[config.mk]
export PLATFORM = sky130hd
export DESIGN_NAME = humidity_sample_controller
export DESIGN_NICKNAME = d
export VERILOG_FILES = /design/src/rtl/greenhouse_pkg.sv /design/src/rtl/hysteresis_comparator.sv /design/src/rtl/humidity_sample_controller.sv
export SDC_FILE = /design/constraint.sdc
export NUM_CORES = 1
export LEC_CHECK = 0
export ABC_AREA = 1
export CAP_MARGIN = 20
export CELL_PAD_IN_SITES_DETAIL_PLACEMENT = 2
export CELL_PAD_IN_SITES_GLOBAL_PLACEMENT = 2
export CORE_MARGIN = 3
export CORE_UTILIZATION = 31
export DETAILED_ROUTE_END_ITERATION = 6
export HOLD_SLACK_MARGIN = 0.02
export PLACE_DENSITY = 0.92
export SETUP_SLACK_MARGIN = 0.05
export SKIP_LAST_GASP = 1
export SLEW_MARGIN = 5
export SYNTH_ARGS = -nofsm -noshare
export SYNTH_HDL_FRONTEND = slang
export SYNTH_SLANG_ARGS = --single-unit
[constraint.sdc]
create_clock -name clk -period 8.1 [get_ports clk]
set_input_delay 1.215 -clock clk [delete_from_list [all_inputs] [get_ports clk]]
set_output_delay 1.215 -clock clk [all_outputs]
set_load 0.05 [all_outputs]
[src/rtl/greenhouse_pkg.sv]
// Shared greenhouse definitions: controller state encoding, humidity full scale
// and the default ADC wait limit.
package greenhouse_pkg;

    typedef enum logic [2:0] {
        S_IDLE,
        S_START,
        S_WAIT_ADC,
        S_CONV,
        S_ACCUM,
        S_UPDATE
    } state_t;

    localparam logic [9:0] HUM_MAX         = 10'd1000;
    localparam int         ADC_TIMEOUT_DEF = 255;

endpackage

[src/rtl/hysteresis_comparator.sv]
// Saturating lo/hi band around the setpoint and the set/clear/hold decision
// for the mister relay.
module hysteresis_comparator
    import greenhouse_pkg::*;
(
    input  logic [9:0] avg,
    input  logic [9:0] setpoint,
    input  logic [6:0] hysteresis,
    input  logic       on_cur,
    output logic       on_next
);

    function automatic logic [9:0] sat_sub(input logic [9:0] a, input logic [6:0] b);
        if ({3'b000, b} > a)
            return 10'd0;
        else
            return a - {3'b000, b};
    endfunction

    function automatic logic [9:0] sat_add(input logic [9:0] a, input logic [6:0] b);
        logic [10:0] s;
        s = {1'b0, a} + {4'b0000, b};
        if (s > {1'b0, HUM_MAX})
            return HUM_MAX;
        else
            return s[9:0];
    endfunction

    logic [9:0] lo;
    logic [9:0] hi;

    always_comb begin
        lo      = sat_sub(setpoint, hysteresis);
        hi      = sat_add(setpoint, hysteresis);
        on_next = on_cur;
        if (avg < lo)
            on_next = 1'b1;
        else if (avg > hi)
            on_next = 1'b0;
    end

endmodule

[src/rtl/humidity_sample_controller.sv]
// Periodic humidity measurement: averages 2^N_AVG_LOG2 ADC samples through an
// external voltage-to-humidity converter and drives the mister with hysteresis.
module humidity_sample_controller
    import greenhouse_pkg::*;
#(
    parameter int N_AVG_LOG2  = 2,
    parameter int ADC_TIMEOUT = ADC_TIMEOUT_DEF
) (
    input  logic        clk,
    input  logic        rst,
    input  logic        sample_tick,
    output logic        adc_start,
    input  logic        adc_done,
    input  logic [11:0] adc_data,
    output logic [11:0] conv_voltage,
    input  logic [9:0]  conv_humidity,
    input  logic [9:0]  setpoint,
    input  logic [6:0]  hysteresis,
    output logic [9:0]  humidity_avg,
    output logic        avg_valid,
    output logic        mister_on,
    output logic        busy,
    output logic        timeout_err
);

    localparam int SUM_W = 10 + N_AVG_LOG2;
    localparam int CNT_W = N_AVG_LOG2 + 1;
    localparam int TW    = $clog2(ADC_TIMEOUT + 1);
    localparam logic [CNT_W-1:0] LAST_SAMPLE = CNT_W'((1 << N_AVG_LOG2) - 1);

    state_t           state;
    logic [SUM_W-1:0] sum;
    logic [CNT_W-1:0] cnt;
    logic [TW-1:0]    tcnt;
    logic [9:0]       avg_new;
    logic             mister_next;

    assign avg_new = 10'(sum >> N_AVG_LOG2);
    assign busy    = (state != S_IDLE);

    hysteresis_comparator u_cmp (
        .avg        (avg_new),
        .setpoint   (setpoint),
        .hysteresis (hysteresis),
        .on_cur     (mister_on),
        .on_next    (mister_next)
    );

    always_ff @(posedge clk) begin
        if (rst) begin
            state        <= S_IDLE;
            sum          <= '0;
            cnt          <= '0;
            tcnt         <= '0;
            adc_start    <= 1'b0;
            conv_voltage <= '0;
            humidity_avg <= '0;
            avg_valid    <= 1'b0;
            mister_on    <= 1'b0;
            timeout_err  <= 1'b0;
        end else begin
            adc_start <= 1'b0;
            avg_valid <= 1'b0;
            case (state)
                S_IDLE: begin
                    if (sample_tick) begin
                        state     <= S_START;
                        adc_start <= 1'b1;
                    end
                end
                S_START: begin
                    tcnt  <= '0;
                    state <= S_WAIT_ADC;
                end
                S_WAIT_ADC: begin
                    if (adc_done) begin
                        conv_voltage <= adc_data;
                        tcnt         <= '0;
                        state        <= S_CONV;
                    end else if (tcnt == TW'(ADC_TIMEOUT - 1)) begin
                        timeout_err <= 1'b1;
                        mister_on   <= 1'b0;
                        sum         <= '0;
                        cnt         <= '0;
                        state       <= S_IDLE;
                    end else begin
                        tcnt <= tcnt + 1'b1;
                    end
                end
                // tcnt is reused to give the converter its two-cycle settle
                S_CONV: begin
                    if (tcnt == TW'(1))
                        state <= S_ACCUM;
                    else
                        tcnt <= tcnt + 1'b1;
                end
                S_ACCUM: begin
                    sum <= sum + SUM_W'(conv_humidity);
                    cnt <= cnt + 1'b1;
                    if (cnt == LAST_SAMPLE) begin
                        state <= S_UPDATE;
                    end else begin
                        state     <= S_START;
                        adc_start <= 1'b1;
                    end
                end
                S_UPDATE: begin
                    humidity_avg <= avg_new;
                    avg_valid    <= 1'b1;
                    mister_on    <= mister_next;
                    timeout_err  <= 1'b0;
                    sum          <= '0;
                    cnt          <= '0;
                    state        <= S_IDLE;
                end
                default: state <= S_IDLE;
            endcase
        end
    end

endmodule

**Word-level counts from Yosys, hierarchy flattened**

Cells that the tools add are included.

- Output and inout port bits: 27
- Register bits: 52
- Input port bits: 43

- Reductions and logical operators: 11
- $add $sub $neg: 5
- Multiplexer cells: 29
- Equality and inequality tests: 16
- Magnitude comparators: 4

Operators by type and width:

| kind | number |
|---|---|
| 12-bit one-hot mux with 3 select lines | 1 |
| 12-bit two-way mux | 2 |
| 8-bit two-way mux | 3 |
| 8-bit one-hot mux with 3 select lines | 1 |
| 10-bit two-way mux | 2 |
| 3-bit two-way mux | 6 |
| 3-bit one-hot mux with 5 select lines | 1 |
| 12-bit by 10-bit adder with 12-bit output | 1 |
| 3-bit AND reduction | 4 |
| 10-bit by 7-bit adder with 11-bit output | 1 |
| 11-bit by 10-bit > comparator with 1-bit output (second input constant) | 1 |
| 10-bit > comparator | 1 |
| 7-bit by 10-bit > comparator with 1-bit output | 1 |
| 10-bit less-than comparator | 1 |
| 2-bit != test (second input constant) | 5 |
| 10-bit by 7-bit subtractor with 10-bit output | 1 |
| 3-bit by 2-bit == test with 1-bit output (second input constant) | 3 |
| 1-bit two-way mux | 9 |
| 3-bit one-hot mux with 3 select lines | 1 |
| 3-bit nonzero test | 3 |
| 8-bit by 1-bit adder with 8-bit output (second input constant) | 1 |
| 8-bit by 1-bit == test with 1-bit output (second input constant) | 1 |
| 8-bit == test (second input constant) | 1 |
| 3-bit == test (second input constant) | 2 |
| other kinds (9) | 12 |

**Longest topological paths before layout**

Gate-level depths: netlist of the first run.

- Depth after elaboration: 7
- Mapped depth: 26
- Gate-level depth less buffers: 25

**Hierarchy**

A second synthesis of the first run with hierarchy kept.

- Cell total of the unflattened synthesis: 648
- Area, all modules: 4270.3 um2

By module, submodules not included:

| module | area an instance (um2) | instances | cells each |
|---|---|---|---|
| humidity_sample_controller | 2783.9 | 1 | 402 |
| hysteresis_comparator | 1486.4 | 1 | 246 |

**Worst setup path after synthesis of the first run**

No wires, ideal clock.

- Kind: input to register
- Start: input port setpoint[0]
- End: register mister_on
- Data arrival time: 3.559 ns
- Setup slack: 4.427 ns
- Stages on the path: 23
- Required time: 7.986 ns
- Cell sequence: ha_1 inv_1 fa_1 inv_1 nand2_1 nand2_1 nand3b_1 nand3_1 nand2_1 nor2_1 nand3_2 nand2_2 nor2_1 ha_1 nand2_1 nor2_1 nand2_1 o211ai_1 o21ai_0 nand2_1 nand2_1 nand2_1 nand2_1

- Cells in the longest elaborated chain, start to end: 6
- Elaborated cells on any way between the ends: 12
- Those cells by class: add/sub (2); order compare (4); eq/ne (1); mux (4); reduce/logical (1)

Ends and longest elaborated chain:

| element | line | text |
|---|---|---|
| start, declared | humidity_sample_controller.sv:17 | `input logic [9:0] setpoint,` |
| 10-bit by 7-bit adder with 11-bit output | hysteresis_comparator.sv:22 | `s = {1'b0, a} + {4'b0000, b};` |
| 11-bit by 10-bit > comparator with 1-bit output | hysteresis_comparator.sv:23 | `if (s > {1'b0, HUM_MAX})` |
| 10-bit two-way mux | hysteresis_comparator.sv:23 |  |
| 10-bit > comparator | hysteresis_comparator.sv:38 | `else if (avg > hi)` |
| 3-bit by 1-bit != test with 1-bit output (no line) | - |  |
| 4-bit AND reduction (no line) | - |  |
| end signal, assigned | humidity_sample_controller.sv:110 | `mister_on <= mister_next;` |
| end, declared | humidity_sample_controller.sv:21 | `output logic mister_on,` |

Several ways; a longest one is shown, not always the timed one.
A chain may end at the register's enable or synchronous reset.

**Worst setup path in the final report of the first run**

Ends and elaborated chain as after synthesis.

==> metrics.cfg, run 1 <==
[synthesis]
synth_area_per_cell_um2 = 6.66
async_flop_share_pct = 0
synth_edf_count = 0
postSynthCellCount = 604
synth-adder-area-share_pct = 16.4
synth_flop_cell = dfxtp_1
yosys_warnings = 0
synth_top_family_by_area = simple AND/OR/NAND/NOR gates
yosysUniqueCellTypes = 39
synthXorXnorAreaFrac_pct = 1.31
yosysSeqAreaShare_pct = 25.9
ys_ff_latch = 52
synth_compound_area_share_pct = 13.7
syn_nets = 698
synth_area_um2 = 4020
synth-simple-area-share_pct = 34.9
synth_mux_area_share_pct = 0

[worst_setup_path]
ff2ff_path_depth = 6
cp-startpoint = setpoint[0]
worstSetupEndpoint = mister_on$_SDFFE_PP0P_
cp.required_ns = 8.30
reg2reg_from = state[2]$_SDFFE_PP0P_
r2r-end = humidity_avg[7]$_SDFFE_PP0P_
critPathArrivalTime_ns = 4.65
crit_type = primary input to flip-flop
worst_setup_path_start_kind = primary input
crit_fanout = 6
r2r_slack_ns = 5.74
cp-end-kind = flip-flop

[place]
dp_hpwl_um = 12100
place_inst = 829
gp_congestion = 0.910
io_buffers = 69
post-place-ws_ns = 3.44

[clocking]
cts_setup_buffers = 0
postCtsResizedCells = 0
cts_buffers = 5
clk_latency_ns = 0.30
cts_tree = yes
clockRootBuffer = clkbuf_16
ctsHoldBuffers = 0
clk_path_buf_depth = 2
clkTransAtPathRegs_ns = 0.08
cts_sinks = 52
cts_max_level = 2

[final_layout]
final_core_util_pct = 40.6
multi_input_area_um2 = 2670
nets = 762
fin_cells = 837
n_antenna_cell = 0
syn_to_final_growth_pct = 24.7
n_fill_cell = 1506
drive_gt1_share_pct = 5.53
regArea_um2 = 1040

[power_and_ir_drop]
p_int_mw = 0.475
p_leak_nw = 2.22
p_per_area_nw_per_um2 = 154
ir_worst_vdd_uv = 82.5
clkPwrFrac_pct = 29.0
power.switching_mw = 0.296
power_frac_comb_pct = 34.4
p_sw_share_pct = 38.4
seq_power_share_pct = 36.6
power_mw = 0.772

[floorplan]
die_y_um = 120
io-pin-count = 70
die-area_um2 = 14400
start_util_pct = 32.6
die_w_um = 120
row_count = 40
core_area_um2 = 12400

[routing]
via_per_inst = 5.27
wl_per_cell_um = 19.0
first_pass_iters = 4
vias = 4413
route.detailed.drc = 0
routed_wirelength_um = 15900
ant_nets = 0
drt_iter0_markers = 184

[job]
maxCapViolCount = 0

[timing]
post-route-period-util_pct = 54.9
fin_tns_setup_ns = 0
slew_headroom_pct = 34.3
slew_viol_final = 0
timing.fmax_mhz = 225
timing.final.ws_setup_ns = 3.65
hold_viol = 0
worstMarginPinSlew_ns = 0.982
setup_viol = 0
skew_ns = 0.00967
rsz0062_at_grt = false
finalCriticalPeriod_ns = 4.45

[global_routing]
antenna_found_initial = 0
first_global_vias = 4992
gr-usage-all-layers_pct = 21.8
grt_pass1_wl_um = 25400
grt_max_degree = 29
globalRouteOverflowTotal = 0

[worst_hold_path]
min_path_type = flip-flop to flip-flop

[outcome]
status = finished, final reports clean

==> kinds of logic (layout without fill, tap and decap cells) <==
kind of cell / count (synthesis) / in the layout
AOI/OAI and AO/OA: 98 / 98
xor gates and xnor gates: 6 / 6
adders and majority gates: 51 / 51
buffers and inverters: 81 / 146
DFF: 52 / 52
and+or+nand+nor: 316 / 316
==> per-layer routing <==
| metal | wire [µm] | part of all wire [%] | up-vias | track usage [%] |
|---|---|---|---|---|
| met5 | 0 | 0 | - | 0 |
| met4 | 351 | 2.2 | 0 | 6.16 |
| met3 | 443 | 2.8 | 23 | 2.50 |
| met2 | 8070 | 51 | 77 | 40.5 |
| met1 | 7030 | 44 | 2189 | 26.2 |
| li1 | - | - | 2124 | - |
==> area by class of cell <==
cell class	count	share of cell area, %
clock buffers	5	2.49
clock inverters	3	0.424
inverters	68	5.09
multi-input cells	471	53.1
flip-flops and latches	52	20.7
well taps	168	4.19
repair buffers	70	13.9
==> metrics by stage <==
step,hold slack [ns],instance area [µm²]
global route,0.501,5020
global placement,0.448,4870
CTS,0.478,5020
floorplan,0.457,4020
finish,0.473,5020
detailed placement,0.467,4870
==> flip-flops by register name (all words and copies together), names as in the netlist <==
signal and flops:
adc_start 1, avg_valid 1, cnt 3, conv_voltage 12, humidity_avg 10, mister_on 1
state 3, sum 12, tcnt 8, timeout_err 1
==> power by group through the flow <==
stage	Clock [mW]	Combinational (mW)	Sequential [mW]
floorplan	0	0.149	0.301
CTS	0.227	0.266	0.283
finish	0.224	0.265	0.283
global placement	0	0.241	0.287
detailed placement	0	0.260	0.289
global route	0.238	0.293	0.285
==> worst min-delay path by stage <==
stage | start | endpoint | slack, ns | cells past startpoint
final | conv_voltage[4]$_SDFFE_PP0P_ | conv_voltage[4]$_SDFFE_PP0P_ | 0.47 | 2
after global placement | conv_voltage[7]$_SDFFE_PP0P_ | conv_voltage[7]$_SDFFE_PP0P_ | 0.45 | 2
after global routing | conv_voltage[7]$_SDFFE_PP0P_ | conv_voltage[7]$_SDFFE_PP0P_ | 0.50 | 2
after detailed placement | conv_voltage[9]$_SDFFE_PP0P_ | conv_voltage[9]$_SDFFE_PP0P_ | 0.47 | 2
after floorplan | cnt[0]$_SDFFE_PP0P_ | cnt[0]$_SDFFE_PP0P_ | 0.46 | 2
after CTS | conv_voltage[10]$_SDFFE_PP0P_ | conv_voltage[10]$_SDFFE_PP0P_ | 0.48 | 2
==> cells in the final DEF, fill, tap and decap left out, types with 2 or more instances in the layout <==
cell type	instances
xor2_1	3
o22ai_1	4
o21ai_0	20
or2_2	9
nand3b_1	4
nor3_1	6
ha_1	48
nand2_1	159
inv_1	66
a21oi_1	59
o21a_1	2
xnor2_1	3
o21bai_1	3
nand2_2	3
a21oi_2	3
nand3_1	64
inv_2	2
nor2_1	54
clkdlybuf4s50_1	69
nand4_1	7
dfxtp_1	52
clkbuf_16	5
o211ai_1	2
fa_1	3
nand3_2	3
==> synthesized netlist by cell type, types with 2 or more instances <==
library cell	n	area [µm²]
inv_2	2	7.51
nand4_1	7	43.8
o21a_1	2	15.0
clkbuf_1	7	26.3
nand3_1	64	320
o21bai_1	3	22.5
nand3_2	3	30.0
xor2_1	3	26.3
a21oi_1	59	295
a21oi_2	3	26.3
inv_1	66	248
o22ai_1	4	25.0
o21ai_0	20	100
or2_2	9	56.3
buf_2	4	20.0
dfxtp_1	52	1040
xnor2_1	3	26.3
nor3_1	6	30.0
ha_1	48	601
nand3b_1	4	30.0
nand2_2	3	18.8
o211ai_1	2	15.0
fa_1	3	60.1
nand2_1	159	597
nor2_1	54	203
==> worst max-delay path: stages <==
cell	delay [ns]
clkdlybuf4s50_1	0.48
ha_1	0.22
inv_1	0.07
fa_1	0.40
inv_1	0.13
nand2_1	0.09
nand2_1	0.12
nand3b_1	0.10
nand3_1	0.08
nand2_1	0.07
nor2_1	0.13
nand3_2	0.12
nand2_2	0.15
nor2_1	0.08
ha_1	0.30
nand2_1	0.07
nor2_1	0.13
nand2_1	0.09
o211ai_1	0.20
o21ai_0	0.13
nand2_1	0.07
nand2_1	0.05
nand2_1	0.07
nand2_1	0.07
No activity file was read; power rests on OpenSTA's default activity.
==> run 2, diff against run 1 <==
CORE_UTILIZATION = 26   (was 31)
PLACE_DENSITY = 0.83   (was 0.92)
clock period = 4 ns   (was 8.1 ns; I/O delays follow)
==> run 2 against run 1 <==
Effect of this change:
- die area up 18%
- largest power group unchanged
- count of clock-buffer cells in the layout unchanged
- critical path type unchanged
- largest cell class unchanged
- global-route usage down 4.8 points
- clock skew about the same
==> metrics.cfg, run 2 (synthesis results as in run 1) <==
[floorplan]
die-area_um2 = 17000  ; +18%
io-pin-count = 70  ; unchanged
start_util_pct = 27.2  ; -5.4 points
core_area_um2 = 14800  ; +20%
row_count = 44  ; +10%
die_y_um = 130  ; +8.7%
die_w_um = 130  ; +8.7%

[worst_setup_path]
crit_chain = clkdlybuf4s50_1 > inv_1 > ha_1 > inv_2 > a21oi_2 > o21a_1 > nand2_1 > nand2_1 > nand2_1 > nor2_1 > nand3_2 > nand2_4 > nor2_1 > ha_1 > nand2_1 > nor2_2 > nand2_1 > o211ai_1 > o21ai_0 > nand2_1 > nand2_1 > nand2_1 > nand2_1
cp-startpoint = hysteresis[5]
crit_slowest_cell = clkdlybuf4s50_1
cp.required_ns = 4.19  ; -4.11 ns
worst_setup_path_start_kind = primary input
worstSetupEndpoint = mister_on$_SDFFE_PP0P_
r2r-end = sum[11]$_SDFFE_PP0P_
path_buf_inv = 3  ; unchanged
cp-end-kind = flip-flop
crit_family = simple AND/OR/NAND/NOR gates
critPathMaxStageDelay_ns = 0.51  ; +0.03 ns
critical_path_cell_count = 23  ; -4.2%
reg2reg_from = sum[4]$_SDFFE_PP0P_
cpMostUsedCell = nand2_1
crit_type = primary input to flip-flop
crit_fanout = 7  ; +1
r2r_slack_ns = 1.89  ; -3.85 ns
critPathArrivalTime_ns = 3.88  ; -0.77 ns
ff2ff_path_depth = 9  ; +3

[routing]
ant_nets = 0  ; unchanged
vias = 4281  ; -3.0%
first_pass_iters = 4  ; unchanged
routed_wirelength_um = 14400  ; -9.4%
via_per_inst = 5.00  ; -5.1%
route.detailed.drc = 0  ; unchanged
drt_iter0_markers = 145  ; -21%
wl_per_cell_um = 16.8  ; -11%

[timing]
finalCriticalPeriod_ns = 3.70
hold_viol = 0  ; unchanged
rsz0062_at_grt = false
timing.final.ws_setup_ns = 0.304  ; -3.35 ns
slew_viol_final = 0  ; unchanged
slew_headroom_pct = 49.7  ; +15 points
post-route-period-util_pct = 92.4
skew_ns = 0.0100  ; +0.000369 ns
fin_tns_setup_ns = 0  ; unchanged
setup_viol = 0  ; unchanged
timing.fmax_mhz = 271
worstMarginPinSlew_ns = 0.751  ; -0.231 ns

[power_and_ir_drop]
ir_worst_vdd_uv = 175  ; +110%
clkPwrFrac_pct = 29.3  ; +0.3 points
p_int_mw = 0.969  ; +100%
power_frac_comb_pct = 33.7  ; -0.7 points
power_mw = 1.55  ; +100%
p_per_area_nw_per_um2 = 303  ; +97%
p_leak_nw = 2.23  ; +0.52%
power.switching_mw = 0.577  ; +95%
seq_power_share_pct = 37.0  ; +0.4 points
p_sw_share_pct = 37.3  ; -1.1 points

[clocking]
clk_path_buf_depth = 2  ; unchanged
clk_latency_ns = 0.30  ; about the same
clkTransAtPathRegs_ns = 0.07  ; about the same
clockRootBuffer = clkbuf_16
cts_tree = yes
cts_buffers = 5  ; unchanged
cts_max_level = 2  ; unchanged
cts_sinks = 52  ; unchanged

[global_routing]
gr-usage-all-layers_pct = 17.0  ; -4.8 points
first_global_vias = 4691  ; -6.0%
grt_pass1_wl_um = 23400  ; -7.9%
globalRouteOverflowTotal = 0  ; unchanged
antenna_found_initial = 0  ; unchanged
grt_max_degree = 22  ; -24%

[final_layout]
syn_to_final_growth_pct = 26.6
layout_common_cells = nand2_1 (159), clkdlybuf4s50_1 (69), inv_1 (66)
n_antenna_cell = 0  ; unchanged
n_fill_cell = 1751  ; +16%
nets = 765  ; +0.39%
final_common_cell = nand2_1
final_core_util_pct = 34.4  ; -6.2 points
largestRegisters = conv_voltage: 12 flops, sum: 12 flops, humidity_avg: 10 flops
drive_gt1_share_pct = 6.99  ; +1.5 points
fin_cells = 856  ; +2.3%

[place]
gp_congestion = 0.851  ; -6.5%
dp_hpwl_um = 11900  ; -2.0%
io_buffers = 69  ; unchanged
place_inst = 847  ; +2.2%
post-place-ws_ns = -0.0199  ; -3.46 ns

[job]
maxCapViolCount = 0  ; unchanged

[worst_hold_path]
min_path_cells = 2  ; unchanged
min_path_type = flip-flop to flip-flop

[outcome]
status = finished, final reports clean

==> run 2: cell count changes in the layout (fill, tap and decap cells not counted), sizes merged <==
cell	before	now
clkinv	1	0
inv	69	70
buf	1	4
==> run 2: power by group through the flow <==
stage / Clock, mW / Combinational [mW] / Sequential, mW
after floorplan: 0 / 0.303 / 0.610
final: 0.453 / 0.522 / 0.572
after global placement: 0 / 0.493 / 0.581
after global routing: 0.484 / 0.586 / 0.576
after detailed placement: 0 / 0.518 / 0.584
after CTS: 0.462 / 0.523 / 0.571
==> run 2: how the worst min path moves through the flow <==
stage | from | end | slack, ns
floorplan | cnt[0]$_SDFFE_PP0P_ | cnt[0]$_SDFFE_PP0P_ | 0.46
global placement | conv_voltage[8]$_SDFFE_PP0P_ | conv_voltage[8]$_SDFFE_PP0P_ | 0.45
detailed placement | conv_voltage[8]$_SDFFE_PP0P_ | conv_voltage[8]$_SDFFE_PP0P_ | 0.46
CTS | conv_voltage[8]$_SDFFE_PP0P_ | conv_voltage[8]$_SDFFE_PP0P_ | 0.47
global route | conv_voltage[2]$_SDFFE_PP0P_ | conv_voltage[2]$_SDFFE_PP0P_ | 0.49
finish | conv_voltage[8]$_SDFFE_PP0P_ | conv_voltage[8]$_SDFFE_PP0P_ | 0.47
==> run 2: cell type report <==
cell class / count / area (µm²) / share of cell area [%]
multi-input cells: 471 / 2700 / 53.0
inverters: 68 / 255 / 5.01
well taps: 184 / 230 / 4.52
flip-flops and latches: 52 / 1040 / 20.4
repair buffers: 73 / 721 / 14.1
clock buffers: 5 / 125 / 2.46
clock inverters: 3 / 25.0 / 0.491
==> run 2: metal layers <==
metal,GRT usage [%],part of all wire (%),vias to the layer above
met5,0,0,-
met4,3.87,1.4,0
met3,1.54,3.3,16
met2,31.9,51,77
met1,20.9,45,2056
li1,-,-,2132
==> run 2: through the flow <==
stage / hold slack [ns] / cell area [µm²]
after floorplan: 0.457 / 4020
after global placement: 0.447 / 4910
after detailed placement: 0.463 / 4910
after CTS: 0.475 / 5060
after global routing: 0.491 / 5100
final: 0.468 / 5100
==> run 2: worst register-to-register path: stages, from the launching register on <==
cell and delay, ns:
dfxtp_1 0.53, ha_1 0.39, a21oi_1 0.32, o21ai_0 0.16, nand2_1 0.09, nand3_1 0.14
a21oi_1 0.17, nor2_1 0.07, nor2_1 0.10, nor2_1 0.05
==> run 2: what timing repair did <==
item,CTS,global route
setup endpoints to repair,0,1
setup buffers,0,1
gates resized for setup,0,9
hold buffers,0,0
==> run 3, diff against run 2 <==
CAP_MARGIN = 10   (was 20)
==> results of run 3 <==
The final DEF is identical to that of run 2; final timing and power are the same.
